$ cat config.mk
export PLATFORM = sky130hd
export DESIGN_NAME = pet2001cass
export DESIGN_NICKNAME = d
export VERILOG_FILES = /design/src/rtl/pet2001cass.sv
export SDC_FILE = /design/constraint.sdc
export NUM_CORES = 1
export LEC_CHECK = 0
export CAP_MARGIN = 10
export CORE_MARGIN = 5
export CORE_UTILIZATION = 45
export DETAILED_ROUTE_END_ITERATION = 8
export PLACE_DENSITY_LB_ADDON = 0.3
export SKIP_CTS_REPAIR_TIMING = 1
export SYNTH_ARGS = -nofsm -noshare
export SYNTH_HDL_FRONTEND = slang
export SYNTH_SLANG_ARGS = --single-unit
$ cat constraint.sdc
create_clock -name clk -period 1.98 [get_ports clk]
set_input_delay 0.396 -clock clk [delete_from_list [all_inputs] [get_ports clk]]
set_output_delay 0.396 -clock clk [all_outputs]
set_load 0.02 [all_outputs]
$ cat src/rtl/pet2001cass.sv
// pet2001cass -- tape-side end of the PET Cassette #1 interface.
//
// Playback turns a stream of TAP bytes into read pulses on cass_read: byte N
// is one full cycle of N*8 us (N=0 means 256*8 us), low for the first half
// and high for the second. Record measures the period between falling edges
// of cass_write and turns it back into TAP bytes. The time base is the
// shared 1 MHz slow_clock enable; both directions only advance while the
// PET has the motor running.

module pet2001cass (
  input  logic       clk,
  input  logic       reset,
  input  logic       slow_clock,
  input  logic       cass_motor_n,
  input  logic       cass_write,
  output logic       cass_read,
  output logic       cass_sense_n,
  input  logic       play_en,
  input  logic [7:0] play_data,
  input  logic       play_valid,
  output logic       play_ready,
  output logic       play_underrun,
  input  logic       rec_en,
  output logic [7:0] rec_data,
  output logic       rec_valid,
  input  logic       rec_ready,
  output logic       rec_overrun
);

  // ---------------------------------------------------------------------------
  // Shared terms
  // ---------------------------------------------------------------------------

  // Saturation value of the 11-bit microsecond counters.
  localparam logic [10:0] CNT_MAX = 11'h7ff;

  logic motor_on;
  assign motor_on = !cass_motor_n;

  // ---------------------------------------------------------------------------
  // Playback
  // ---------------------------------------------------------------------------

  // Encoding keeps PLOW the only state with msb=1/lsb=0, and every legal
  // transition into or out of PLOW flips at most one bit except
  // PFETCH->PLOW, whose intermediate codes both decode as "high". The
  // decoded cass_read therefore never glitches low.
  localparam logic [1:0] PIDLE  = 2'b00;
  localparam logic [1:0] PFETCH = 2'b01;
  localparam logic [1:0] PLOW   = 2'b10;
  localparam logic [1:0] PHIGH  = 2'b11;

  logic [1:0]  pstate;
  logic [10:0] half;       // half-period of the current byte, in us
  logic [10:0] pcnt;       // remaining us in the current half
  logic        play_stop;  // PLAY released or RECORD pressed
  logic        ptick;      // a microsecond that actually counts for playback
  logic [10:0] play_half;  // half-period of the byte on play_data

  assign play_stop = !play_en || rec_en;
  assign ptick     = slow_clock && motor_on;

  // N*4 us, with N=0 standing for 256 so the half-period becomes 1024 us.
  assign play_half = {(play_data == 8'd0), play_data, 2'b00};

  assign play_ready = (pstate == PFETCH) && motor_on;

  // Reading straight off the state register makes an asynchronous reset
  // return the line high at once, without waiting for a clock.
  assign cass_read = (pstate != PLOW);

  // Playback FSM: fetch a byte, count out the low half, then the high half.
  always_ff @(posedge clk or posedge reset) begin
    if (reset) begin
      pstate        <= PIDLE;
      half          <= '0;
      pcnt          <= '0;
      play_underrun <= 1'b0;
    end else begin
      // NOTE: state registers use non-blocking assignments so every flop
      // samples pre-edge values; the later play_stop override relies on the
      // last scheduled non-blocking update winning.
      case (pstate)
        PIDLE: begin
          play_underrun <= 1'b0;
          if (!play_stop) pstate <= PFETCH;
        end
        PFETCH: begin
          if (motor_on) begin
            if (play_valid) begin
              half   <= play_half;
              pcnt   <= play_half;
              pstate <= PLOW;
            end else if (slow_clock) begin
              play_underrun <= 1'b1;
            end
          end
        end
        PLOW: begin
          if (ptick) begin
            if (pcnt == 11'd1) begin
              pcnt   <= half;
              pstate <= PHIGH;
            end else begin
              pcnt <= pcnt - 11'd1;
            end
          end
        end
        PHIGH: begin
          if (ptick) begin
            if (pcnt == 11'd1) pstate <= PFETCH;
            else               pcnt   <= pcnt - 11'd1;
          end
        end
        default: pstate <= PIDLE;
      endcase

      // Releasing PLAY or pressing RECORD aborts playback from any state.
      if (play_stop) pstate <= PIDLE;
    end
  end

  // ---------------------------------------------------------------------------
  // Key sense
  // ---------------------------------------------------------------------------

  // Registered key-sense line, low while either key is down.
  always_ff @(posedge clk or posedge reset) begin
    if (reset) cass_sense_n <= 1'b1;
    else       cass_sense_n <= !(play_en || rec_en);
  end

  // ---------------------------------------------------------------------------
  // Record
  // ---------------------------------------------------------------------------

  localparam logic [1:0] RIDLE = 2'b00;
  localparam logic [1:0] RARM  = 2'b01;
  localparam logic [1:0] RMEAS = 2'b10;

  logic [1:0]  rstate;
  logic        wr_q;       // cass_write one clock ago
  logic        wr_fall;
  logic [10:0] rcnt;       // us since the last falling edge, saturating
  logic [11:0] rounded;    // rcnt + half a TAP unit, for round-to-nearest
  logic [8:0]  units;      // period in 8 us TAP units
  logic [7:0]  meas_byte;
  logic        emit;

  // cass_write comes from the VIA in this clock domain, so a single register
  // is enough to see the edge.
  assign wr_fall = wr_q && !cass_write;

  assign rounded = {1'b0, rcnt} + 12'd4;
  assign units   = rounded[11:3];

  // A period ends, and a byte is produced, on a falling edge while measuring.
  assign emit = (rstate == RMEAS) && rec_en && motor_on && wr_fall;

  // Map the measured period onto a TAP byte: too long wraps to the 256-unit
  // code 0, and anything shorter than half a unit is the shortest code 1.
  always_comb begin
    // NOTE: the default assignment first keeps this block free of latches
    // whichever branch is taken.
    meas_byte = units[7:0];
    if (units[8])                meas_byte = 8'd0;
    else if (units[7:0] == 8'd0) meas_byte = 8'd1;
  end

  // Registered copy of cass_write; idles high so no edge appears out of reset.
  always_ff @(posedge clk or posedge reset) begin
    if (reset) wr_q <= 1'b1;
    else       wr_q <= cass_write;
  end

  // Record FSM: arm on the first edge, then time every following period.
  always_ff @(posedge clk or posedge reset) begin
    if (reset) begin
      rstate <= RIDLE;
      rcnt   <= '0;
    end else if (!rec_en) begin
      rstate <= RIDLE;
    end else begin
      case (rstate)
        RIDLE: begin
          if (motor_on) rstate <= RARM;
        end
        RARM: begin
          if (motor_on && wr_fall) begin
            rcnt   <= '0;
            rstate <= RMEAS;
          end
        end
        RMEAS: begin
          if (!motor_on) begin
            rstate <= RARM;
          end else if (wr_fall) begin
            rcnt <= '0;
          end else if (slow_clock && (rcnt != CNT_MAX)) begin
            rcnt <= rcnt + 11'd1;
          end
        end
        default: rstate <= RIDLE;
      endcase
    end
  end

  // Output holding register: one byte deep, drops new bytes while full.
  always_ff @(posedge clk or posedge reset) begin
    if (reset) begin
      rec_data    <= '0;
      rec_valid   <= 1'b0;
      rec_overrun <= 1'b0;
    end else begin
      if (rec_valid && rec_ready) rec_valid <= 1'b0;

      if (emit) begin
        if (rec_valid && !rec_ready) begin
          rec_overrun <= 1'b1;
        end else begin
          rec_data  <= meas_byte;
          rec_valid <= 1'b1;
        end
      end

      if (rstate == RIDLE) rec_overrun <= 1'b0;
    end
  end

endmodule

# [Yosys cells after proc, flatten, opt, wreduce, memory -nomap -nowiden]
# Index checks and enable logic that the tools add are counted.
[totals] ff_bits=48 input_bits=17 output_inout_bits=14 wordCells=114
[classes] addsub=3 n_eq_ne=27 mux=37 bitwise_logic=2 reduce_logical=34
[op_table] cell="$mux 11" n=10
[op_table] cell="$pmux 11 s3" n=1
[op_table] cell="$ne 3x3->1 const B" n=9
[op_table] cell="$mux 2" n=11
[op_table] cell="$pmux 11 s2" n=1
[op_table] cell="$ne 2x2->1 const B" n=10
[op_table] cell="$logic_not 8->1" n=2
[op_table] cell="$mux 8" n=2
[op_table] cell="$add 11x3->12 const B" n=1
[op_table] cell="$reduce_and 6->1" n=2
[op_table] cell="$add 11x1->11 const B" n=1
[op_table] cell="$eq 11x1->1 const B" n=1
[op_table] cell="$ne 11x11->1 const B" n=1
[op_table] cell="$sub 11x1->11 const B" n=1
[op_table] cell="$logic_and 1x1->1" n=10
[op_table] cell="$mux 1" n=9
[op_table] cell="$pmux 2 s4" n=1
[op_table] cell="$reduce_bool 2->1" n=4
[op_table] cell="$eq 2x2->1 const B" n=3
[op_table] cell="$pmux 2 s3" n=1
[op_table] cell="$reduce_and 3->1" n=2
[op_table] cell="$logic_not 1->1" n=5
[op_table] cell="$reduce_and 5->1" n=1
[op_table] cell="$eq 2x1->1 const B" n=2
[op_table] cell="8 further kinds" n=12

# [Depth between registers and ports, before layout]
# Gate-level depths: netlist of the first run.
[logic_depth] word_depth=6 mapped_depth=9 mapped_depth_nobuf=7

# [Worst setup path after synthesis of the first run]
# No wires, ideal clock.
[synth_timing] path_kind="register -> register" startpoint="reg pstate[0]" endpoint="reg pcnt[6]" setup_time_ns=0.124 t_arrival_ns=1.949 t_required_ns=1.856 slack_ns=-0.093 path_stages_with_launch=10 n_path_buf=2 period_less_slack_ns=2.073 cell_sequence="dfrtp_1 inv_1 ha_1 clkbuf_1 nor2_1 o22ai_1 a211oi_2 buf_6 o31ai_1 a211o_1"
[synth_between] elab_chain_cells=3 word_cells_on_any_way=11 classes_between="eq/ne (8); mux (1); reduce/logical (2)"
[synth_lines] element="from (decl)" line_no="53" source="logic [1:0] pstate;"
[synth_lines] element="from (signal assigned)" line_no="75" source="pstate <= PIDLE;"
[synth_lines] element="from (signal assigned)" line_no="86" source="if (!play_stop) pstate <= PFETCH;"
[synth_lines] element="from (signal assigned)" line_no="93" source="pstate <= PLOW;"
[synth_lines] element="$eq 2x2->1 or $eq 2x1->1 (tied branches)" line_no="83" source="case (pstate)"
[synth_lines] element="$ne 2x2->1 (no source line) or $reduce_bool 3->1 (tied branches)"
[synth_lines] element="$reduce_and 6->1 (no source line)"
[synth_lines] element="to (signal assigned)" line_no="92" source="pcnt <= play_half;"
[synth_lines] element="to (signal assigned)" line_no="102" source="pcnt <= half;"
[synth_lines] element="to (signal assigned)" line_no="105" source="pcnt <= pcnt - 11'd1;"
[synth_lines] element="to (decl)" line_no="55" source="logic [10:0] pcnt;"
# Parallel ways exist; a longest one is shown, timed or not.
# A chain may end at the register's enable or synchronous reset.

# [Worst setup path in the final report of the first run]
[layout_timing] startpoint="reg pcnt[1]" endpoint="reg pcnt[6]"
[layout_between] elab_chain_cells=4 word_cells_on_any_way=9 classes_between="add/sub (1); eq/ne (2); mux (5); reduce/logical (1)"
[layout_lines] element="$sub 11x1->11 or $eq 11x1->1 (tied branches)"
[layout_lines] element="$mux 11, on equally long branches" line_no="111, 101"
[layout_lines] element="$mux 11, on equally long branches" line_no="110, 100"
[layout_lines] element="$pmux 11 s3" line_no="83"
# Parallel ways exist; a longest one is shown, timed or not. The select of a mux whose other input is x is not followed.

==> out/results.ini, run 1 <==
[global_routing]
grt_pass1_vias=2453
overflow=0
grt_max_degree=22
grt_pass1_wl_mm=11.4
antenna_found_initial=0
track_usage_pct=18.1

[floorplan]
start_util_pct=45.5
core_area_um2=6240
io_pins=31
rows=29
die_width_um=89.4
die_h_um=89.4
die-area_um2=8000

[drt]
firstDrtPassIters=4
drc_errors=0
routedWlPerCell_um=15.2
drt_iter0_drc=223
num_vias=2574
ant_nets=0
drt-total-wl_mm=6.84
vias_per_cell=5.71

[setup_path]
cpMaxStageDelayCell=or4b_4
path_buf_inv=3
rr_startpoint=pcnt[1]
crit_chain=inv_2, ha_4, or4b_4, nor4_4, buf_4, a211oi_2, buf_4, nor2b_1, a211o_1
reg2reg_depth=9
critPathCaptureType=flip-flop
crit_path_start_kind=flip-flop
crit_fanout=10
worstSetupPathType=flip-flop to flip-flop
slowest_delay_ps=470
cp_data_arrival_time_ps=2290
crit_family=simple AND/OR/NAND/NOR gates
cpMostUsedCell=buf_4
critical_path_required_ps=2170
ff2ff_setup_slack_ps=-110
r2r-end=pcnt[6]

[placed_design]
dpl.hpwl_mm=4.95
port_buffers=30
placed_area_um2=3530
dp_cells=437
place_congestion=0.858

[cells_and_area]
layout-drive-gt1-share_pct=24.3
instances_no_fill=451
syn_to_final_growth_pct=34.7
n_antenna_cell=0
final_nets=399
final_cell_area_um2=3820
fin_util_pct=61.3

[synthesis]
synth_area_um2=2840
ys.flop_type=dfrtp_1
synthTopCellsByCount=dfrtp_1, o21ai_0, nand2_1, nor2_1, a31oi_1
yosys.area.top_type=dfrtp_1
ys_seq_area_share_pct=42.4
synth.area.top_cells=dfrtp_1, o21ai_0, ha_1
yosys_register_bits=48
synth_nets=326
yosysMostFrequentCell=dfrtp_1
yosys.area.top_type_share_pct=40.5
synth_edf_count=0
synth.yosys.warnings=0
ys_types=50
synth_area_per_cell_um2=9.47
synthArstFlopShare_pct=100
syn_inst=300

[job]
maxCapViolations=0

[clock_tree]
cts_buffers=5
cts_buffer_depth=2
path_clk_slew_ps=90
insertion_delay_ps=300
h-tree-depth=2
root_buffer=clkbuf_8
cts_tree=yes
clkSinkCount=48

[min_path]
hold_path.class=input port to asynchronous set/reset pin

[sta]
worst_slack_ps=-111
min_period_ps=2090
skew_ps=3.45
setup_tns_ps=-643
rsz0062_at_grt=yes
clock.fmax_mhz=478
hold-worst-slack_ps=383
slew_headroom_pct=72.9
setup_viol=12
final.period_utilization_pct=106
hold_violations=0
worst_pin_slew_ps=407
slew_violations=0

[power]
p_leak_uw=0.00168
p_per_area_nw_per_um2=787
vdd_ir_drop_max_v=0.000429

[status]
status=finished with violations
violations=setup timing

cell type report:
type,instances,area (um^2)
timing repair buffer,81,719
sequential,48,1200
multi-input combinational,225,1600
fill,513,2420
clock buffer,5,68.8
inverter,12,45.0
clock inverter,3,90.1
tap,77,96.3
worst register-to-register path, cell delays in order, from the launching register on:
cell and delay (ps):
dfrtp_1 400, inv_2 80, ha_4 110, or4b_4 470
nor4_4 140, buf_4 180, a211oi_2 80, buf_4 170
nor2b_1 130, a211o_1 220
per-layer routing:
layer,part of all wire [%],GRT usage [%]
met5,0,0
met4,1.1,4.47
met3,6.4,3.69
met2,45,27.5
met1,48,26.4
worst max-delay path by stage:
| stage | end | cells past startpoint | start | slack, ps |
|---|---|---|---|---|
| 2_1_floorplan | pcnt[6] | 9 | pstate[0] | -1 |
| 3_3_place_gp | rcnt[6] | 6 | cass_motor_n | -250 |
| 3_5_place_dp | rcnt[6] | 6 | cass_motor_n | -290 |
| 4_1_cts | play_ready | 5 | pstate[1] | -220 |
| 5_1_grt | pcnt[6] | 9 | pcnt[1] | -190 |
| 6_report | pcnt[6] | 9 | pcnt[1] | -110 |
layout by cell type (no fill, tap or decap), types with 8 or more instances in the layout:
cell,n
buf_4,48
dfrtp_1,46
clkdlybuf4s50_1,27
o21ai_0,22
nand2_1,21
nor2_1,16
a31oi_1,11
inv_1,10
o31ai_1,10
a21oi_1,9
nand3_1,8
nor3_1,8
nor3b_1,8
mux2_2,8
a22o_1,8
ha_1,8
report_power, final:
| group | switching (uW) | internal, uW |
|---|---|---|
| logic | 366 | 415 |
| registers | 132 | 1130 |
| clock network | 338 | 631 |
cells by family after synthesis:
family,after synthesis,share of synthesized area (%)
DFF,48,42.4
and+or+nand+nor,104,20.4
muxes,10,3.88
xor gates and xnor gates,11,3.39
AOI/OAI and AO/OA,90,21.2
buffers and inverters,28,4.80
adders and majority gates,9,3.96
sequential cells by signal, indices dropped and copies added (netlist names):
register	count
rec_data	8
rec_valid	1
play_underrun	1
rstate	2
cass_sense_n	1
rcnt	11
rec_overrun	1
pstate	2
half	9
wr_q	1
pcnt	11
metrics by stage:
step / setup slack, ps / power (uW)
2_1_floorplan: -1.17 / 1690
3_3_place_gp: -245 / 1970
3_5_place_dp: -290 / 2000
4_1_cts: -223 / 2980
5_1_grt: -190 / 3180
6_report: -111 / 3010
Note: power is estimated with default switching activity, not from simulation.
==> run 2: changes to the inputs <==
--- a/config.mk
+++ b/config.mk
@@ -9,6 +9,7 @@
 export CORE_MARGIN = 5
 export CORE_UTILIZATION = 45
 export DETAILED_ROUTE_END_ITERATION = 8
+export HOLD_SLACK_MARGIN = 0.08
 export PLACE_DENSITY_LB_ADDON = 0.3
 export SKIP_CTS_REPAIR_TIMING = 1
 export SYNTH_ARGS = -nofsm -noshare
==> results of run 2 <==
Same layout as run 1: the final DEF is identical, and so are final timing and power.
==> run 3: changes to the inputs <==
--- a/config.mk
+++ b/config.mk
@@ -12,6 +12,7 @@
 export HOLD_SLACK_MARGIN = 0.08
 export PLACE_DENSITY_LB_ADDON = 0.3
 export SKIP_CTS_REPAIR_TIMING = 1
+export SLEW_MARGIN = 15
 export SYNTH_ARGS = -nofsm -noshare
 export SYNTH_HDL_FRONTEND = slang
 export SYNTH_SLANG_ARGS = --single-unit
==> results of run 3 <==
Same layout as run 1: the final DEF is identical, and so are final timing and power.
